**config.mk**
```make
export PLATFORM = sky130hd
export DESIGN_NAME = imem_stream_loader
export DESIGN_NICKNAME = d
export VERILOG_FILES = /design/src/rtl/imem_stream_loader.sv
export SDC_FILE = /design/constraint.sdc
export NUM_CORES = 1
export LEC_CHECK = 0
export CAP_MARGIN = 25
export CORE_UTILIZATION = 50
export CTS_BUF_LIST = sky130_fd_sc_hd__clkbuf_4 sky130_fd_sc_hd__clkbuf_8
export DETAILED_ROUTE_END_ITERATION = 7
export GPL_TIMING_DRIVEN = 0
export PLACE_DENSITY = 0.86
export SETUP_SLACK_MARGIN = 0.05
export SYNTH_ARGS = -nofsm -noshare
export SYNTH_HDL_FRONTEND = slang
export SYNTH_SLANG_ARGS = --single-unit
export TNS_END_PERCENT = 10
```
**constraint.sdc**
```tcl
create_clock -name clk -period 2.7 [get_ports clk]
set_input_delay 0.405 -clock clk [delete_from_list [all_inputs] [get_ports clk]]
set_output_delay 0.405 -clock clk [all_outputs]
set_load 0.1 [all_outputs]
```
**src/rtl/imem_stream_loader.sv**
```systemverilog
// imem_stream_loader: packs a little-endian byte stream into INST_W words, writes them to the export port and gates the core until done.
// Optional readback verification of every written word is built when IMEM_VERIFY_EN is defined.
module imem_stream_loader #(
  parameter int INST_W = 32,
  parameter int INST_A = 8
) (
  input  logic              clk,
  input  logic              reset,
  input  logic [7:0]        rx_data,
  input  logic              rx_valid,
  output logic              rx_ready,
  input  logic              reload,
  output logic              cpu_enable,
  output logic              busy,
  output logic              done,
  output logic              err,
  output logic [INST_A-1:0] exp_address,
  output logic [INST_W-1:0] exp_data,
  output logic              exp_MW,
  output logic              exp_MR,
  input  logic [INST_W-1:0] exp_out
);
  localparam int BPW = INST_W / 8;
  localparam int BW = BPW > 1 ? $clog2(BPW) : 1;
  localparam int DEPTH = 1 << INST_A;
  typedef enum logic [2:0] {
    HDR0, HDR1, DATA, WRITE,
`ifdef IMEM_VERIFY_EN
    VERIFY,
`endif
    DONE, ERR
  } state_t;
  state_t state;
  logic [15:0] n, cnt, wnext;
  logic [INST_A:0] wcnt;
  logic [BW-1:0] bcnt;
  assign cnt = {rx_data, n[7:0]};
  assign wnext = 16'(wcnt) + 16'd1;
  assign rx_ready = state == HDR0 || state == HDR1 || state == DATA;
  assign done = state == DONE;
  assign cpu_enable = done;
  assign err = state == ERR;
  assign exp_MW = state == WRITE;
`ifdef IMEM_VERIFY_EN
  logic ph;
  logic [INST_W-1:0] shadow [DEPTH];
  assign busy = rx_ready || state == WRITE || state == VERIFY;
  assign exp_MR = state == VERIFY && !ph;
  always_ff @(posedge clk)
    if (state == WRITE) shadow[exp_address] <= exp_data;
`else
  logic unused_out;
  assign unused_out = ^exp_out;
  assign busy = rx_ready || state == WRITE;
  assign exp_MR = 1'b0;
`endif
  always_ff @(posedge clk) begin
    if (reset) begin
      state <= HDR0;
      n <= '0;
      wcnt <= '0;
      bcnt <= '0;
      exp_address <= '0;
      exp_data <= '0;
`ifdef IMEM_VERIFY_EN
      ph <= 1'b0;
`endif
    end else begin
      case (state)
        HDR0: if (rx_valid) begin
          n[7:0] <= rx_data;
          state <= HDR1;
        end
        HDR1: if (rx_valid) begin
          n[15:8] <= rx_data;
          state <= cnt == 16'd0 ? DONE : 32'(cnt) > DEPTH ? ERR : DATA;
        end
        DATA: if (rx_valid) begin
          exp_data[{bcnt, 3'b000} +: 8] <= rx_data;
          bcnt <= bcnt == BW'(BPW - 1) ? '0 : bcnt + 1'b1;
          if (bcnt == BW'(BPW - 1)) state <= WRITE;
        end
        WRITE: begin
          wcnt <= wcnt + 1'b1;
          // the address only advances when another word follows, so it never passes DEPTH-1
          if (wnext == n) begin
`ifdef IMEM_VERIFY_EN
            state <= VERIFY;
            exp_address <= '0;
            ph <= 1'b0;
`else
            state <= DONE;
`endif
          end else begin
            state <= DATA;
            exp_address <= exp_address + 1'b1;
          end
        end
`ifdef IMEM_VERIFY_EN
        VERIFY: begin
          ph <= !ph;
          // read data for the address strobed last cycle is on exp_out now
          if (ph) begin
            if (exp_out != shadow[exp_address]) state <= ERR;
            else if (16'(exp_address) == n - 16'd1) state <= DONE;
            else exp_address <= exp_address + 1'b1;
          end
        end
`endif
        default: if (reload) begin
          state <= HDR0;
          n <= '0;
          wcnt <= '0;
          bcnt <= '0;
          exp_address <= '0;
        end
      endcase
    end
  end
endmodule

```
==> results of run 1 <==
## worst max-delay path, stage by stage (launching register included)
cell and delay [ps]:
dfxtp_1 310, clkbuf_1 340, clkinv_4 180, clkdlybuf4s50_1 1000
## layout by cell type, fill, tap and decap left out, types with 2 or more instances in the layout
master            n
nor2_1           21
xnor2_1           9
nand4b_1          2
clkinv_2          2
ha_1              8
xor2_1            2
buf_1             2
o21ai_0          13
clkbuf_8         10
nand4_1           5
nand3_2           2
a21boi_0          2
clkbuf_1         17
buf_4             7
o41ai_1           2
nand2b_1          4
dfxtp_1          70
nor4_1            8
buf_6             2
or4_1             5
a31oi_1           2
clkinvlp_4        2
buf_2             3
inv_1             3
nor3_1            6
or3_1             6
a21oi_1          63
nor3b_1           3
and2_1            6
clkdlybuf4s15_2   2
clkdlybuf4s50_1  50
o211ai_1          3
nand3_1          54
o31ai_1           3
nand2_1          73
## sequential cells by signal, indices dropped and copies added, names as in the netlist
signal	flops
wcnt	9
bcnt	2
exp_data	32
state	3
exp_address	8
n	16
## power by group through the flow
stage          registers (W)  logic, W  clock network, W
2_1_floorplan        0.00108  0.000135                 0
3_3_place_gp         0.00108  0.000193                 0
3_5_place_dp         0.00108  0.000198                 0
4_1_cts              0.00106  0.000197          0.000796
5_1_grt              0.00106  0.000216          0.000840
6_report             0.00106  0.000203          0.000784
## worst min-delay path by stage
stage	end
floorplan	n[13]
global placement	exp_data[7]
detailed placement	exp_data[5]
CTS	n[8]
global route	n[8]
finish	n[8]
## per-stage QoR
stage | instance area, um2 | hold WS (ps) | setup WS [ps] | utilization, %
finish | 4230 | 396 | 99.1 | 65.9
global route | 4230 | 392 | 8.26 | 65.9
CTS | 4210 | 380 | 62.5 | 65.6
detailed placement | 4040 | 443 | 18.8 | 62.8
global placement | 4040 | 441 | 29.2 | 62.8
floorplan | 3390 | 448 | 75.7 | -
## metal layers
layer,track usage [%],routed length [um],up-vias
met5,0,0,-
li1,-,-,1648
met2,40.0,4050,120
met3,7.22,668,24
met1,31.0,3850,1575
met4,9.25,173,0
## cell families (layout without fill, tap and decap cells)
kind of cell | after synthesis | count (layout) | share of synthesized area [%]
XOR/XNOR | 11 | 11 | 2.86
buffers and inverters | 32 | 106 | 4.46
AND/OR/NAND/NOR | 208 | 208 | 31.5
adder cells (fa/ha/maj) | 8 | 8 | 2.97
flip-flops | 70 | 70 | 41.6
other | 1 | 1 | 0.111
multiplexers | 1 | 1 | 0.334
AO/OA/AOI/OAI | 95 | 95 | 16.2
## repair_timing
item	in CTS	in global routing
pin swaps	0	1
setup buffers	0	3
endpoints found under the setup margin	5	7
hold buffers	0	0
endpoints found under the hold margin	0	0
resized for setup	10	2
## area by class of cell
cell class | instances | area [um2]
clock inverter | 5 | 33.8
buffer | 27 | 131
tap | 77 | 96.3
clock buffer | 11 | 145
inverter | 5 | 23.8
timing repair buffer | 58 | 567
fill | 548 | 2190
sequential | 70 | 1400
multi-input combinational | 324 | 1830
==> out/results.tsv, run 1 <==
metric	value	unit
cts_made_buffers	9	
hold_viol_final	0	
clock-root-buffer	clkbuf_8	
seq_power_share	51.8	%
p_sw_share	27.7	%
cts_tree	built	
grt_pass1_wl	14.0	mm
wirelength	8.74	mm
h-tree-depth	3	
r2r_slack	170	ps
worstPathRequired	2300	ps
postSynthCellCount	426	
via_per_inst	5.84	
max_freq	0.384	GHz
syn_area	0.00337	mm2
setup-tns-final	0	ps
status	finished, violations left	
initial_core_util	52.5	%
hp-start	rx_data[0]	
clkLatencyLatePin	360	ps
antenna_found_initial	0	
drc	6	
vias	3367	
violations	design-rule violations	
fp.dieH	84.1	um
synth_edf_count	0	
finalClockSkew	9.04	ps
hpwl	6.02	mm
grt_start_max_net_pins	13	
drtAntennaViolNets	0	
grt_pass1_vias	3027	
drive_above_1_share	9.00	%
reg2reg_to	state[2]	
rsz0062_at_grt	yes	
cp-start-kind	flip-flop	
power_density	484	mW/mm2
slew_headroom	34.3	%
final_nets	547	
fp.dieW	84.1	um
grt_overflow_total	0	
power_frac_clock	38.3	%
ys_seq_elements	70	
p_switching	0.000566	W
grtUsageTotal	24.7	%
p_int	0.00148	W
p_leak	1.41	nW
yosysTopAreaCell	dfxtp_1	
hp-class	in -> reg	
dieArea	0.00707	mm2
area_delta_synth_final	25.5	%
crit_path_max_fanout	9	
timing.final.max_slew_violations	0	
antenna_cells	0	
tightest_slew	982	ps
gp_congestion	0.818	
drv_cap	0	
synth_nets	478	
power	0.00205	W
wire_per_inst	15.2	um
finalCritPeriodShare	96.3	%
min_path_cells	3	
cp.arrival	2200	ps
ys_types	51	
path_clk_slew	70	ps
ys.flop_type	dfxtp_1	
period_needed	2600	ps
dr.pass1.iters	7	
drt_iter0_drc	167	
yosys_warnings	0	
yosysSeqAreaShare	41.6	%
endpoint	busy	
p_comb_share	9.9	%
synthTopCellsByCount	nand2_1 (73), dfxtp_1 (70), a21oi_1 (63), nand3_1 (54), nor2_1 (22)	
ctsLongestPathBuffers	2	
pin_count	91	
cts_sinks	70	
yosysMostFrequentCell	nand2_1	
core_area	0.00642	mm2
place_inst	558	
critPathKind	reg -> out	
irDropWorstVdd	0.295	mV
r2r_start	wcnt[0]	
portBuffers	55	
finalSetupViolCount	0	
r2r_cells	9	
final_cells	577	
synth_top_area_share	41.6	%
avgSynthCellArea	7.91	um2
crit_path_end_kind	output pin	
synth_area_leaders	dfxtp_1 (42%), a21oi_1 (9.4%), nand2_1 (8.1%), nand3_1 (8.0%), ha_1 (3.0%)	
rows	29	
crit_start	state[2]	
async_flop_share	0	%
No activity file was read; power rests on OpenSTA's default activity.
==> run 2: changes to the inputs <==
Settings changed: DONT_BUFFER_PORTS set to 1, PLACE_DENSITY 0.86 to 0.69, REMOVE_ABC_BUFFERS set to 1.
==> out/results.tsv, run 2 (synthesis results as in run 1) <==
metric	value	unit
status	finished, violations left	
violations	design-rule violations	
reg2reg_to	exp_address[4]	
top_regs	exp_data: 32 flops, n: 16 flops, wcnt: 9 flops	
via_per_inst	5.97	
final_core_util	57.9	%
worstPathRequired	2300	ps
fp.dieH	84.1	um
h-tree-depth	3	
cts_tree	built	
met1_usage	28.5	%
p_leak	1.21	nW
grt_overflow_total	0	
cts_made_buffers	9	
wire_per_inst	16.1	um
initial_core_util	52.5	%
setup-tns-final	0	ps
finalSetupViolCount	0	
pin_count	91	
final_cell_mix	nand2_1 (72), dfxtp_1 (68), a21oi_1 (62)	
hp-class	in -> reg	
area_delta_synth_final	10.3	%
r2r_cells	5	
drt_iter0_drc	140	
grt_pass1_wl	13.3	mm
clkLatencyLatePin	340	ps
hpwl	5.19	mm
largest_reg_flops	32	
grt.met3_usage	7.42	%
critPathKind	reg -> out	
r2r_slack	180	ps
drv_cap	0	
portBuffers	0	
crit_path_max_fanout	21	
cts_sinks	70	
ctsLongestPathBuffers	2	
dieArea	0.00707	mm2
gp_congestion	0.774	
final_cells	497	
place_inst	479	
cp-start-kind	flip-flop	
cp_cell_sequence	nand3b_1, clkinv_2	
fp.dieW	84.1	um
grt_start_max_net_pins	65	
vias	2969	
layout_commonest_cell	nand2_1	
min_path_cells	1	
hp-start	reset	
finalCritPeriodShare	96.4	%
crit_path_end_kind	output pin	
hold_viol_final	0	
rows	29	
rsz0062_at_grt	yes	
antenna_cells	0	
cp.arrival	2200	ps
core_area	0.00642	mm2
use_met2	39.2	%
nFillCells	579	
finalClockSkew	5.46	ps
max_freq	0.384	GHz
drtAntennaViolNets	0	
grt_pass1_vias	2852	
timing.final.max_slew_violations	0	
path_clk_slew	80	ps
largest_register	exp_data	
grtUsageTotal	23.5	%
irDropWorstVdd	0.330	mV
period_needed	2600	ps
drc	6	
final_nets	469	
dr.pass1.iters	6	
wirelength	8.00	mm
tightest_slew	1070	ps
crit_path_max_incr_delay	690	ps
clock-root-buffer	clkbuf_8	
grt_busiest_layer	met2	
holdPathEnd	exp_data[26]	
crit_slowest_cell	clkinv_2	
antenna_found_initial	0	
drive_above_1_share	9.76	%
slew_headroom	28.4	%
power_density	573	mW/mm2
r2r_start	state[2]	
-- run 2: changes by cell type in the layout (fill, tap and decap cells not counted), moves of 3 or more --
cell             change
buf_16               +3
buf_2                -3
buf_4                -6
clkbuf_1            -17
clkdlybuf4s50_1     -50
-- run 2: routing by layer --
metal | wire length, um | vias up
met3 | 518 | 6
li1 | - | 1487
met5 | 0 | -
met4 | 63 | 0
met2 | 3860 | 82
met1 | 3560 | 1394
-- run 2: critical path: cells and delay by family (launching register included) --
| family | cells | cell delay, ps |
|---|---|---|
| AND/OR/NAND/NOR | 1 | 660 |
| flip-flops | 1 | 510 |
| buffers and inverters | 1 | 690 |
-- run 2: layout make-up --
type                    count  area [um2]  area share (%)
well taps                  77        96.3            2.59
multi-input cells         324        1840            49.6
clock inverters             4        72.6            1.95
flip-flops and latches     70        1400            37.8
clock buffers              10         138            3.70
inverters                   5        21.3           0.572
repair buffers              7         140            3.77
-- run 2: how the worst max path moves through the flow --
stage / startpoint / end / slack, ps / cells past startpoint
after floorplan: state[2] / cpu_enable / -3200 / 2
after global placement: state[2] / cpu_enable / -3360 / 2
after detailed placement: state[2] / err / -240 / 2
after CTS: wcnt[0] / exp_address[4] / -30 / 7
after global routing: state[2] / exp_MW / -10 / 2
final: state[2] / exp_MW / 100 / 2
-- run 2: per-stage QoR --
| stage | setup slack (ps) | hold slack, ps | cell area [um2] | power (W) |
|---|---|---|---|---|
| 6_report | 97.1 | 127 | 3720 | 0.00213 |
| 2_1_floorplan | -3200 | 441 | 3240 | 0.00119 |
| 3_3_place_gp | -3360 | 450 | 3330 | 0.00121 |
| 4_1_cts | -32.9 | 112 | 3630 | 0.00214 |
| 5_1_grt | -11.1 | 102 | 3720 | 0.00221 |
| 3_5_place_dp | -241 | 455 | 3400 | 0.00123 |
-- run 2: what timing repair did --
| item | 4_1_cts | 5_1_grt |
|---|---|---|
| buffers inserted | 0 | 2 |
| endpoints found under the setup margin | 13 | 12 |
| hold buffers | 0 | 0 |
| resized for setup | 6 | 2 |
| hold endpoints to repair | 0 | 0 |
| pin swaps | 0 | 2 |
-- run 2: power breakdown --
| part | internal, W | switching (W) | leakage, nW |
|---|---|---|---|
| clock network | 0.000534 | 0.000387 | 0.104 |
| registers | 0.00105 | 0.0000178 | 0.566 |
| logic | 0.0000501 | 0.0000931 | 0.543 |
| total | 0.00163 | 0.000497 | 1.21 |
